<file path="src/rtl/alu_acc_pkg.sv">
// Shared types and constants for the ALU accumulator sequencer: FSM state
// encoding, ALU opcodes and the opcode scrambling used in the SETUP cycle.
package alu_acc_pkg;

    typedef enum logic [1:0] {
        IDLE  = 2'd0,
        SETUP = 2'd1,
        EXEC  = 2'd2,
        RESP  = 2'd3
    } seq_state_e;

    localparam logic [2:0] OP_ADD  = 3'b000;
    localparam logic [2:0] OP_SUB  = 3'b001;
    localparam logic [2:0] OP_ADDC = 3'b010;
    localparam logic [2:0] OP_SUBB = 3'b011;
    localparam logic [2:0] OP_AND  = 3'b100;
    localparam logic [2:0] OP_OR   = 3'b101;
    localparam logic [2:0] OP_XOR  = 3'b110;
    localparam logic [2:0] OP_NOT  = 3'b111;

    // Inverting the opcode guarantees the ALU sees an opcode change before EXEC.
    function automatic logic [2:0] setup_opcode(input logic [2:0] op);
        return ~op;
    endfunction

endpackage

</file>
<file path="src/rtl/alu_acc_seq_if.sv">
// Command, ALU and response signals of the accumulator sequencer.
// slave = sequencer side, master = command source / ALU / consumer side.
interface alu_acc_seq_if #(
    parameter int NBITS = 4
);
    logic             CmdValid;
    logic             CmdReady;
    logic             CmdLoad;
    logic [2:0]       CmdOp;
    logic [NBITS-1:0] CmdB;
    logic [NBITS-1:0] AluA;
    logic [NBITS-1:0] AluB;
    logic [2:0]       AluOp;
    logic [NBITS:0]   AluQ;
    logic             AluC;
    logic [NBITS-1:0] Acc;
    logic             CarryFlag;
    logic             ZeroFlag;
    logic             RspValid;
    logic             RspReady;
    logic [NBITS:0]   RspQ;
    logic [7:0]       OpCount;

    modport slave (
        input  CmdValid, CmdLoad, CmdOp, CmdB, AluQ, AluC, RspReady,
        output CmdReady, AluA, AluB, AluOp, Acc, CarryFlag, ZeroFlag,
               RspValid, RspQ, OpCount
    );

    modport master (
        output CmdValid, CmdLoad, CmdOp, CmdB, AluQ, AluC, RspReady,
        input  CmdReady, AluA, AluB, AluOp, Acc, CarryFlag, ZeroFlag,
               RspValid, RspQ, OpCount
    );

endinterface

</file>
<file path="src/rtl/alu_acc_opcnt.sv">
// 8-bit saturating counter of response handshakes; cleared only by reset.
module alu_acc_opcnt (
    input  logic       CLK,
    input  logic       RST_N,
    input  logic       inc_i,
    output logic [7:0] count_o
);

    logic [7:0] count_q;
    logic [7:0] count_d;

    // Next count: hold at 255 once reached.
    always_comb begin
        count_d = count_q;
        if (inc_i && (count_q != 8'd255)) begin
            count_d = count_q + 8'd1;
        end else begin
            count_d = count_q;
        end
    end

    // Count register.
    always_ff @(posedge CLK or negedge RST_N) begin
        if (!RST_N) begin
            count_q <= 8'd0;
        end else begin
            count_q <= count_d;
        end
    end

    assign count_o = count_q;

endmodule

</file>
<file path="src/rtl/alu_acc_seq.sv">
// Accumulator sequencer around an external combinational ALU.
// Optional response counter enabled by defining ALU_ACC_SEQ_STAT_EN.
module alu_acc_seq
    import alu_acc_pkg::*;
#(
    parameter int NBITS = 4
) (
    input  logic        CLK,
    input  logic        RST_N,
    alu_acc_seq_if.slave bus
);

    seq_state_e       state_q, state_d;
    logic [NBITS-1:0] acc_q, acc_d;
    logic [NBITS-1:0] alu_b_q, alu_b_d;
    logic [2:0]       alu_op_q, alu_op_d;
    logic [2:0]       op_q, op_d;
    logic [NBITS:0]   rsp_q_q, rsp_q_d;
    logic             carry_q, carry_d;
    logic             zero_q, zero_d;
    logic             cmd_ready_q, cmd_ready_d;
    logic             rsp_valid_q, rsp_valid_d;
    logic             cmd_fire_s;
    logic             rsp_fire_s;
    logic [7:0]       op_count_s;

    assign cmd_fire_s = bus.CmdValid && cmd_ready_q;
    assign rsp_fire_s = rsp_valid_q && bus.RspReady;

    // Next-state and datapath update for the four-state command sequence.
    always_comb begin
        state_d  = state_q;
        acc_d    = acc_q;
        alu_b_d  = alu_b_q;
        alu_op_d = alu_op_q;
        op_d     = op_q;
        rsp_q_d  = rsp_q_q;
        carry_d  = carry_q;
        zero_d   = zero_q;
        case (state_q)
            IDLE: begin
                if (cmd_fire_s) begin
                    if (bus.CmdLoad) begin
                        acc_d   = bus.CmdB;
                        rsp_q_d = {1'b0, bus.CmdB};
                        carry_d = 1'b0;
                        zero_d  = (bus.CmdB == {NBITS{1'b0}});
                        state_d = RESP;
                    end else begin
                        alu_b_d  = bus.CmdB;
                        alu_op_d = setup_opcode(bus.CmdOp);
                        op_d     = bus.CmdOp;
                        state_d  = SETUP;
                    end
                end else begin
                    state_d = IDLE;
                end
            end
            SETUP: begin
                alu_op_d = op_q;
                state_d  = EXEC;
            end
            EXEC: begin
                // ALU output has had the whole EXEC cycle to settle.
                rsp_q_d = bus.AluQ;
                acc_d   = bus.AluQ[NBITS-1:0];
                carry_d = bus.AluC;
                zero_d  = (bus.AluQ[NBITS-1:0] == {NBITS{1'b0}});
                state_d = RESP;
            end
            RESP: begin
                if (rsp_fire_s) begin
                    state_d = IDLE;
                end else begin
                    state_d = RESP;
                end
            end
            default: begin
                state_d = IDLE;
            end
        endcase
        cmd_ready_d = (state_d == IDLE);
        rsp_valid_d = (state_d == RESP);
    end

    // State, datapath and handshake output registers.
    always_ff @(posedge CLK or negedge RST_N) begin
        if (!RST_N) begin
            state_q     <= IDLE;
            acc_q       <= {NBITS{1'b0}};
            alu_b_q     <= {NBITS{1'b0}};
            alu_op_q    <= 3'b000;
            op_q        <= 3'b000;
            rsp_q_q     <= {(NBITS+1){1'b0}};
            carry_q     <= 1'b0;
            zero_q      <= 1'b0;
            cmd_ready_q <= 1'b1;
            rsp_valid_q <= 1'b0;
        end else begin
            state_q     <= state_d;
            acc_q       <= acc_d;
            alu_b_q     <= alu_b_d;
            alu_op_q    <= alu_op_d;
            op_q        <= op_d;
            rsp_q_q     <= rsp_q_d;
            carry_q     <= carry_d;
            zero_q      <= zero_d;
            cmd_ready_q <= cmd_ready_d;
            rsp_valid_q <= rsp_valid_d;
        end
    end

`ifdef ALU_ACC_SEQ_STAT_EN
    alu_acc_opcnt u_opcnt (
        .CLK     (CLK),
        .RST_N   (RST_N),
        .inc_i   (rsp_fire_s),
        .count_o (op_count_s)
    );
`else
    assign op_count_s = 8'd0;
`endif

    assign bus.CmdReady  = cmd_ready_q;
    assign bus.AluA      = acc_q;
    assign bus.AluB      = alu_b_q;
    assign bus.AluOp     = alu_op_q;
    assign bus.Acc       = acc_q;
    assign bus.CarryFlag = carry_q;
    assign bus.ZeroFlag  = zero_q;
    assign bus.RspValid  = rsp_valid_q;
    assign bus.RspQ      = rsp_q_q;
    assign bus.OpCount   = op_count_s;

endmodule

</file>
<file path="src/flat_wrapper.sv">
// flat-port wrapper written by rule: the top's interface ports become plain ports
module alu_acc_seq_flat import alu_acc_pkg::*;
#(
    parameter int NBITS = 4
)
  (CLK, RST_N, bus_CmdValid, bus_CmdLoad, bus_CmdOp, bus_CmdB, bus_AluQ, bus_AluC, bus_RspReady, bus_CmdReady, bus_AluA, bus_AluB, bus_AluOp, bus_Acc, bus_CarryFlag, bus_ZeroFlag, bus_RspValid, bus_RspQ, bus_OpCount);
  alu_acc_seq_if #(.NBITS(NBITS)) bus_i ();
  input  logic CLK;
  input  logic RST_N;
  input wire logic [$bits(bus_i.CmdValid)-1:0] bus_CmdValid;
  input wire logic [$bits(bus_i.CmdLoad)-1:0] bus_CmdLoad;
  input wire logic [$bits(bus_i.CmdOp)-1:0] bus_CmdOp;
  input wire logic [$bits(bus_i.CmdB)-1:0] bus_CmdB;
  input wire logic [$bits(bus_i.AluQ)-1:0] bus_AluQ;
  input wire logic [$bits(bus_i.AluC)-1:0] bus_AluC;
  input wire logic [$bits(bus_i.RspReady)-1:0] bus_RspReady;
  output wire logic [$bits(bus_i.CmdReady)-1:0] bus_CmdReady;
  output wire logic [$bits(bus_i.AluA)-1:0] bus_AluA;
  output wire logic [$bits(bus_i.AluB)-1:0] bus_AluB;
  output wire logic [$bits(bus_i.AluOp)-1:0] bus_AluOp;
  output wire logic [$bits(bus_i.Acc)-1:0] bus_Acc;
  output wire logic [$bits(bus_i.CarryFlag)-1:0] bus_CarryFlag;
  output wire logic [$bits(bus_i.ZeroFlag)-1:0] bus_ZeroFlag;
  output wire logic [$bits(bus_i.RspValid)-1:0] bus_RspValid;
  output wire logic [$bits(bus_i.RspQ)-1:0] bus_RspQ;
  output wire logic [$bits(bus_i.OpCount)-1:0] bus_OpCount;
  assign bus_i.CmdValid = bus_CmdValid;
  assign bus_i.CmdLoad = bus_CmdLoad;
  assign bus_i.CmdOp = bus_CmdOp;
  assign bus_i.CmdB = bus_CmdB;
  assign bus_i.AluQ = bus_AluQ;
  assign bus_i.AluC = bus_AluC;
  assign bus_i.RspReady = bus_RspReady;
  assign bus_CmdReady = bus_i.CmdReady;
  assign bus_AluA = bus_i.AluA;
  assign bus_AluB = bus_i.AluB;
  assign bus_AluOp = bus_i.AluOp;
  assign bus_Acc = bus_i.Acc;
  assign bus_CarryFlag = bus_i.CarryFlag;
  assign bus_ZeroFlag = bus_i.ZeroFlag;
  assign bus_RspValid = bus_i.RspValid;
  assign bus_RspQ = bus_i.RspQ;
  assign bus_OpCount = bus_i.OpCount;
  alu_acc_seq #(.NBITS(NBITS)) u_core (.CLK(CLK), .RST_N(RST_N), .bus(bus_i));
endmodule
</file>
<file path="config.mk">
export PLATFORM = sky130hd
export DESIGN_NAME = alu_acc_seq_flat
export DESIGN_NICKNAME = d
export VERILOG_FILES = /design/src/rtl/alu_acc_pkg.sv /design/src/rtl/alu_acc_seq_if.sv /design/src/rtl/alu_acc_opcnt.sv /design/src/rtl/alu_acc_seq.sv /design/src/flat_wrapper.sv
export SDC_FILE = /design/constraint.sdc
export NUM_CORES = 1
export LEC_CHECK = 0
export ABC_CLOCK_PERIOD_IN_PS = 2000
export CAP_MARGIN = 20
export CORE_MARGIN = 10
export CORE_UTILIZATION = 40
export CTS_BUF_LIST = sky130_fd_sc_hd__clkbuf_4 sky130_fd_sc_hd__clkbuf_8 sky130_fd_sc_hd__clkbuf_16
export CTS_CLUSTER_SIZE = 14
export DETAILED_ROUTE_END_ITERATION = 16
export PLACE_DENSITY = 0.78
export SETUP_SLACK_MARGIN = 0.15
export SLEW_MARGIN = 20
export SYNTH_ARGS = -nofsm -noshare
export SYNTH_HDL_FRONTEND = slang
export SYNTH_HIERARCHICAL = 1
export SYNTH_SLANG_ARGS = --single-unit
</file>
<file path="constraint.sdc">
create_clock -name CLK -period 2 [get_ports CLK]
set_clock_uncertainty 0.2 [all_clocks]
set_input_delay 0.6 -clock CLK [delete_from_list [all_inputs] [get_ports CLK]]
set_output_delay 0.6 -clock CLK [all_outputs]
set_load 0.01 [all_outputs]
</file>
==> Word level (Yosys, flattened, before mapping) <==
Cells that the tools add are included.
{ "word_totals": {"ff_bits": 25, "inputBits": 18, "output_inout_bits": 32} }
{ "op_classes": {"n_eq_ne": 7, "muxes": 19, "bitwise": 2, "reduce_logical": 11} }
{ "op_table": {"columns": ["operator", "count"], "rows": [
  ["two-way mux 5 bit", 2],
  ["case mux 5 bit (2 select lines)", 1],
  ["AND reduction 3 bit", 3],
  ["logical NOT 4 bit", 2],
  ["two-way mux 4 bit", 2],
  ["case mux 2 bit (4 select lines)", 1],
  ["case mux 4 bit (2 select lines)", 1],
  ["equality test 2 bit (second input constant)", 3],
  ["two-way mux 2 bit", 3],
  ["two-way mux 3 bit", 2],
  ["case mux 3 bit (2 select lines)", 1],
  ["logical NOT 2 bit", 2],
  ["two-way mux 1 bit", 4],
  ["!= test 2 bit (second input constant)", 2],
  ["case mux 1 bit (2 select lines)", 2],
  ["nonzero test 2 bit", 2],
  ["NOT 3 bit", 1],
  ["equality test 2 x 1 -> 1 bit (second input constant)", 1],
  ["logical AND 1 bit", 2],
  ["!= test 2 x 1 -> 1 bit (second input constant)", 1],
  ["NOT 1 bit", 1]
]} }

==> Longest topological paths before layout <==
Gate-level depths: netlist of run 1.
{ "depth": {"depth_word": 4, "mapped_depth": 5, "mapped_depth_nobuf": 3} }

==> Least setup slack after synthesis of run 1 <==
OpenSTA, ideal clock, no wires.
{ "synth_timing": {"path_type": "input port to flip-flop", "start": "input port bus_CmdLoad", "end": "register u_core.alu_b_q[0] (netlist: u_core/bus.AluB[0])", "arrival_time_ns": 1.492, "slack_ns": 0.183, "stages": 4, "cell_sequence": "nand3b_1 > or3_1 > buf_6 > mux2_4"} }
{ "synth_via": {"elab_chain_len": 2} }
{ "synth_lines": {"columns": ["item", "line", "rtl"], "rows": [
  ["from (decl)", "flat_wrapper.sv:11", "input wire logic [$bits(bus_i.CmdLoad)-1:0] bus_CmdLoad;"],
  ["NOT 1 bit (no line)", null, null],
  ["AND reduction 3 bit (no line)", null, null],
  ["to (signal assigned)", "alu_acc_seq.sv:91", "alu_b_q <= {NBITS{1'b0}};"],
  ["to (signal assigned)", "alu_acc_seq.sv:102", "alu_b_q <= alu_b_d;"],
  ["to (decl)", "alu_acc_seq.sv:15", "logic [NBITS-1:0] alu_b_q, alu_b_d;"]
]} }
No other way between the ends.
A chain may end at the register's enable or synchronous reset.

==> Worst setup path after layout of run 1 <==
{ "layout_timing": {"start": "register u_core.cmd_ready_q (netlist: u_core/bus.CmdReady)", "end": "output port bus_CmdReady"} }
{ "layout_lines": {"columns": ["item", "line", "rtl"], "rows": [
  ["from (decl)", "alu_acc_seq.sv:21", "logic cmd_ready_q, cmd_ready_d;"],
  ["from (signal assigned)", "alu_acc_seq.sv:108", "cmd_ready_q <= cmd_ready_d;"],
  ["to (decl)", "flat_wrapper.sv:17", "output wire logic [$bits(bus_i.CmdReady)-1:0] bus_CmdReady;"]
]} }
No word-level cell between the ends.

==> results of run 1 <==
==> timing repair <==
| action | 4_1_cts | 5_1_grt |
|---|---|---|
| setup buffers | 2 | 1 |
| resized for setup | 27 | 5 |
| endpoints found under the setup margin | 37 | 3 |
| hold buffers | 0 | 0 |
==> through the flow <==
stage | instance area, sq um | setup slack, ps | hold WS, ps | instances
after floorplan | 1110 | 183 | 104 | 102
after global placement | 1470 | -290 | 290 | 160
after detailed placement | 1470 | -310 | 292 | 160
after CTS | 1490 | 34.6 | 319 | 166
after global routing | 1490 | 90.3 | 342 | 167
final | 1490 | 139 | 313 | 167
==> routing by layer <==
metal | wire length (um) | GRT usage | up-vias | share of wire
met5 | 0 | 0 | - | 0
met4 | 0 | 0.0194 | 0 | 0
met3 | 293 | 0.0463 | 0 | 0.11
met2 | 1080 | 0.153 | 40 | 0.41
met1 | 1270 | 0.132 | 378 | 0.48
li1 | - | - | 395 | -
==> sequential cells by signal (all words and copies together), names as in the netlist <==
register / count
u_core/bus.RspValid: 1
u_core/bus.CarryFlag: 1
u_core/bus.AluOp: 3
u_core/bus.Acc: 3
u_core/op_q: 3
u_core/bus.ZeroFlag: 1
u_core/bus.CmdReady: 1
u_core/bus.AluB: 4
u_core/bus.RspQ: 2
u_core/state_q: 2
==> cells by family (layout without fill, tap and decap cells) <==
group,Yosys count,in the layout,synth area share
muxes,15,15,0.174
and+or+nand+nor,15,15,0.0854
AOI/OAI and AO/OA,21,21,0.111
buffers and inverters,22,57,0.141
other,1,8,0.00346
DFF,21,21,0.486
==> report_power, final <==
| part | leakage [nW] | total (mW) | switching (mW) | internal, mW |
|---|---|---|---|---|
| combinational | 0.459 | 1.03 | 0.476 | 0.558 |
| clock | 0.0184 | 0.209 | 0.118 | 0.0910 |
| sequential | 0.260 | 0.733 | 0.106 | 0.627 |
| total | 0.737 | 1.98 | 0.700 | 1.28 |
==> cell usage after synthesis <==
cell type and instances:
inv_1 1, mux2i_1 5, buf_2 1, a22o_1 3
or2_2 1, nand2b_1 1, or3_1 1, clkbuf_2 1
nand3b_1 4, nor4_1 2, nand2_1 1, o21ai_0 15
dfstp_2 1, clkbuf_1 2, a21oi_1 1, a22oi_1 1
a31oi_1 1, nor2_1 1, mux2_4 7, and3_1 1
buf_4 16, mux2_2 3, nor2b_1 2, dfrtp_1 20
nand3_1 1, buf_6 1, conb_1 1
==> final cells by class <==
type                       count  area (sq um)  share of cell area
tap                           30          37.5              0.0252
inverter                       1          3.75             0.00252
clock buffer                   4          30.0              0.0202
timing repair buffer          52           458               0.308
multi-input combinational     59           432               0.290
sequential                    21           527               0.354
==> worst max-delay path by stage <==
stage,endpoint,slack [ps]
after floorplan,u_core/bus.AluB[0],180
final,bus_CmdReady,140
after detailed placement,u_core/op_q[2],-310
after CTS,bus_CmdReady,30
after global placement,u_core/bus.AluB[0],-290
after global routing,bus_CmdReady,90
==> reports/results.ini, run 1 <==
[layout]
layout_commonest_cell=dlygate4sd2_1
antenna_cells=0
drive_gt1_frac=0.212
layout.nets=156
fillCellCount=238
areaGrowthSynthToFinish_pct=37.1
fin_util=0.590
layout_common_cells=dlygate4sd2_1 (23), dfrtp_1 (20), clkdlybuf4s50_1 (15), o21ai_0 (15), buf_4 (10)

[sta]
clock.fmax_mhz=537
final_hold_viol_count=0
fin_crit_ps=1860
rsz0062_at_grt=true
setup_violations=0
finalSetupTns_ps=0
slew_viol_final=0
period_share=0.931

[setup_path]
crit_chain=clkdlybuf4s15_1
r2r_start=u_core/bus.CmdReady
path_buf_inv=1
cp_slowest_cell=dfstp_2
cp_data_arrival_time_ps=1060
worst_setup_path_end_kind=primary output
worstPathRequired_ps=1200
crit_family=flip-flops
start_kind=register
slowest_delay_ps=540
startpoint=u_core/bus.CmdReady
crit_type=reg -> out
cp_max_fo=2
crit_cells=1
rr_endpoint=u_core/bus.AluB[1]
rr_worst_depth=5
reg2reg_setup_slack_ps=170

[global_route]
grt-ovfl-total=0
grt_usage=0.102
grt_pass1_vias=902
grt_pass1_wl_um=4480
antenna_found_initial=0
grt_max_degree=22

[clock_network]
insertion_delay_ps=290
clk_path_buf_depth=2
cts_tree=done
cts_htree_levels=1
cts_root_buf=clkbuf_4
clkTransAtPathRegs_ps=110
numCtsBuffers=3
numClockSinks=21

[route]
wire_per_inst_um=15.8
vias=813
totalWireLength_um=2640
final_antenna_net_count=0
dr.first_iter.drc_count=17
dr.pass1.iters=4
viasPerCell=4.87
drc=0

[power]
p_per_area_mw_per_mm2=1330
fin_total_pwr_mw=1.98
p_leak_nw=0.737
peakVddDrop_v=0.000771

[die]
die-area_sq_mm=0.00519
fp.dieH_um=72.1
core_area_sq_mm=0.00252
pin_count=50
start_util=0.430
fp.dieW_um=72.1
fp-row-count=18

[yosys]
synth_area_sq_mm=0.00108
synth-seq-cells=21
ys_seq_area_frac=0.486
synth.distinct_cells=27
synthTopCellsByArea=dfrtp_1 (46%), buf_4 (11%), mux2_4 (9.7%)
synth_top_area_frac=0.461
yosys.area.top_type=dfrtp_1
synth.yosys.warnings=6
synthesis.area_per_instance_sq_um=11.4
netlist_instances=95

[status]
status=finished clean

[flow_run]
cap_viol_max_count=0

[placed_design]
port_buffers=41
post-dp-hpwl_um=2140
place_congestion=0.914

[hold_path]
min_to=u_core/bus.CarryFlag
min_path_type=reg -> reg
min_path_cells=1
min-delay-start=u_core/bus.CarryFlag

(Power assumes the default switching activity.)
==> inputs of run 2 (changes only) <==
--- a/config.mk
+++ b/config.mk
@@ -8,14 +8,13 @@
 export ABC_CLOCK_PERIOD_IN_PS = 2000
 export CAP_MARGIN = 20
 export CORE_MARGIN = 10
-export CORE_UTILIZATION = 40
-export CTS_BUF_LIST = sky130_fd_sc_hd__clkbuf_4 sky130_fd_sc_hd__clkbuf_8 sky130_fd_sc_hd__clkbuf_16
+export CORE_UTILIZATION = 43
+export CTS_BUF_LIST = sky130_fd_sc_hd__clkbuf_4 sky130_fd_sc_hd__clkbuf_8
 export CTS_CLUSTER_SIZE = 14
 export DETAILED_ROUTE_END_ITERATION = 16
-export PLACE_DENSITY = 0.78
+export PLACE_DENSITY = 0.82
 export SETUP_SLACK_MARGIN = 0.15
 export SLEW_MARGIN = 20
 export SYNTH_ARGS = -nofsm -noshare
 export SYNTH_HDL_FRONTEND = slang
-export SYNTH_HIERARCHICAL = 1
 export SYNTH_SLANG_ARGS = --single-unit
==> run 2 against run 1 <==
Hold slack gained 1.5 ps. Worst setup slack gained 48 ps. Register-to-register slack gained 70 ps. Global-route usage shrank 0.33 points. Die area shrank 3.3%. Maximum frequency grew 2.7%. Highest routed layer is now met4. Critical path type is now in -> reg.
==> reports/results.ini, run 2 <==
[placed_design]
post-place-cells=158  ; was 160
port_buffers=41  ; unchanged
place_congestion=0.770  ; was 0.914
post-dp-hpwl_um=2100  ; was 2140 um

[setup_path]
worst_setup_path_end_kind=register  ; was primary output
crit_type=in -> reg  ; was reg -> out
start_kind=input pin  ; was register
cp_data_arrival_time_ps=1810  ; was 1060 ps
worstPathRequired_ps=1990  ; was 1200 ps
reg2reg_setup_slack_ps=240  ; was 170 ps
r2r_start=u_core.state_q[1]  ; was u_core/bus.CmdReady
rr_endpoint=u_core.bus.RspQ[1]  ; was u_core/bus.AluB[1]
cp_max_fo=3  ; was 2
rr_worst_depth=3  ; was 5

[clock_network]
cts_root_buf=clkbuf_4  ; unchanged
clk_path_buf_depth=2  ; unchanged
cts_htree_levels=1  ; unchanged
postCtsHoldBufs=0  ; unchanged
numClockSinks=21  ; unchanged
cts_tree=done  ; unchanged
insertion_delay_ps=300  ; was 290 ps
numCtsBuffers=3  ; unchanged
clkTransAtPathRegs_ps=110  ; about the same

[yosys]
synth.distinct_cells=26  ; was 27
synth_ff_type=dfrtp_1  ; unchanged
synth.yosys.warnings=0  ; was 6
synth-async-reset-ratio=1.00  ; unchanged
yosysMostFrequentCell=dfrtp_1  ; unchanged
netlist_instances=94  ; was 95
synth_top_area_frac=0.449  ; was 0.461
synthesis.area_per_instance_sq_um=11.8  ; was 11.4 sq um
synthTopCellsByArea=dfrtp_1 (45%), buf_4 (11%), mux2_2 (10%)  ; was dfrtp_1 (46%), buf_4 (11%), mux2_4 (9.7%)
ys_top_cells_by_count=dfrtp_1 (20), buf_4 (16), mux2_2 (10)  ; was dfrtp_1 (20), buf_4 (16), o21ai_0 (15)
ys_seq_area_frac=0.473  ; was 0.486
synth_area_sq_mm=0.00111  ; was 0.00108 sq mm
synth-edff-count=0  ; unchanged
synth-seq-cells=21  ; unchanged
yosys.area.top_type=dfrtp_1  ; unchanged

[sta]
finalSetupTns_ps=0  ; unchanged
rsz0062_at_grt=true  ; unchanged
period_share=0.906  ; was 0.931
setup_violations=0  ; unchanged
fin_crit_ps=1810  ; was 1860 ps
clock.fmax_mhz=552  ; was 537 MHz
slew_viol_final=0  ; unchanged
final_hold_viol_count=0  ; unchanged

[power]
fin_total_pwr_mw=1.96  ; was 1.98 mW
peakVddDrop_v=0.000773  ; was 0.000771 V
p_per_area_mw_per_mm2=1310  ; was 1330 mW/mm^2
p_leak_nw=0.708  ; was 0.737 nW

[layout]
final_cells=164  ; was 167
largest_register_ffs=5  ; was 4
layout_commonest_cell=dfrtp_1  ; was dlygate4sd2_1
antenna_cells=0  ; unchanged
fillCellCount=219  ; was 238
ff_latch_area_sq_um=527  ; unchanged
areaGrowthSynthToFinish_pct=34.5  ; was 37.1%
drive_gt1_frac=0.231  ; was 0.212
multiInputGateArea_sq_um=450  ; was 432 sq um
layout_common_cells=dfrtp_1 (20), clkdlybuf4s50_1 (16), dlygate4sd2_1 (16)  ; was dlygate4sd2_1 (23), dfrtp_1 (20), clkdlybuf4s50_1 (15), o21ai_0 (15), buf_4 (10)
layout.nets=153  ; was 156

[flow_run]
cap_viol_max_count=0  ; unchanged

[hold_path]
min-delay-start=u_core.bus.AluB[3]  ; was u_core/bus.CarryFlag
min_to=u_core.bus.AluB[3]  ; was u_core/bus.CarryFlag
min_path_type=reg -> reg  ; unchanged
min_path_cells=1  ; unchanged

[route]
dr.pass1.iters=4  ; unchanged
final_antenna_net_count=0  ; unchanged
dr.first_iter.drc_count=21  ; was 17
viasPerCell=4.79  ; was 4.87
drc=0  ; unchanged
totalWireLength_um=2550  ; was 2640 um
wire_per_inst_um=15.6  ; was 15.8 um
vias=786  ; was 813

[global_route]
grt_pass1_vias=889  ; was 902
grt_pass1_wl_um=4170  ; was 4480 um
grt_max_degree=22  ; unchanged
grt_usage=0.0988  ; was 0.102
antenna_found_initial=0  ; unchanged
grt-ovfl-total=0  ; unchanged

[die]
pin_count=50  ; unchanged
start_util=0.449  ; was 0.430
fp.dieH_um=70.9  ; was 72.1 um
fp-row-count=18  ; unchanged
die-area_sq_mm=0.00503  ; was 0.00519 sq mm
fp.dieW_um=70.9  ; was 72.1 um
core_area_sq_mm=0.00248  ; was 0.00252 sq mm

[status]
status=finished clean  ; unchanged

[run 2: cell type report]
class,count,area share
multi-input combinational,58,0.301
inverter,2,0.00501
tap,30,0.0251
timing repair buffer,49,0.297
clock buffer,4,0.0201
sequential,21,0.352
[run 2: report_power, final]
part	internal, mW	switching, mW
logic	0.553	0.423
registers	0.613	0.155
clock network	0.0912	0.124
[run 2: worst max path at each step]
stage                         from                   to  slack, ps  cells after the start
2_1_floorplan         bus_CmdValid   u_core.bus.RspQ[1]        300                      4
3_3_place_gp          bus_CmdValid   u_core.bus.AluB[3]       -190                      4
3_5_place_dp          bus_CmdValid  u_core.bus.AluOp[0]       -240                      4
4_1_cts        u_core.bus.CmdReady         bus_CmdReady         70                      1
5_1_grt         u_core.bus.RspQ[0]           bus_Acc[0]        120                      1
6_report               bus_CmdLoad  u_core.bus.AluOp[0]        190                      4
[run 2: layer usage]
layer  routed length, um  share of wire  vias up  GRT usage
met5                   0              0        -          0
met2                1280           0.50       30      0.174
met1                 982           0.38      374     0.0999
met4                  17         0.0067        0     0.0237
met3                 272           0.11        2     0.0530
li1                    -              -      380          -
[run 2: stage by stage]
stage	utilization	area [sq um]	setup slack [ps]	hold slack [ps]
after detailed placement	0.595	1470	-238	295
after global placement	0.595	1470	-191	292
final	0.605	1500	187	315
after global routing	0.605	1500	123	332
after floorplan	-	1140	298	104
after CTS	0.599	1480	68.4	316
[run 2: logic make-up after synthesis]
kind of cell | Yosys count | share of synthesized area
buffers and inverters | 22 | 0.149
flip-flops | 21 | 0.473
AND/OR/NAND/NOR | 18 | 0.126
multiplexers | 17 | 0.173
AO/OA/AOI/OAI | 15 | 0.0753
other | 1 | 0.00337
[run 2: critical path, stage by stage]
cell and delay, ps:
clkdlybuf4s50_1 440, nand3b_1 190, a21oi_2 220, mux2_2 360
[run 2: repair_timing]
action	4_1_cts	5_1_grt
pin swaps	1	0
endpoints found under the hold margin	0	0
buffers inserted	1	1
resized for setup	26	10
setup endpoints to repair	35	12
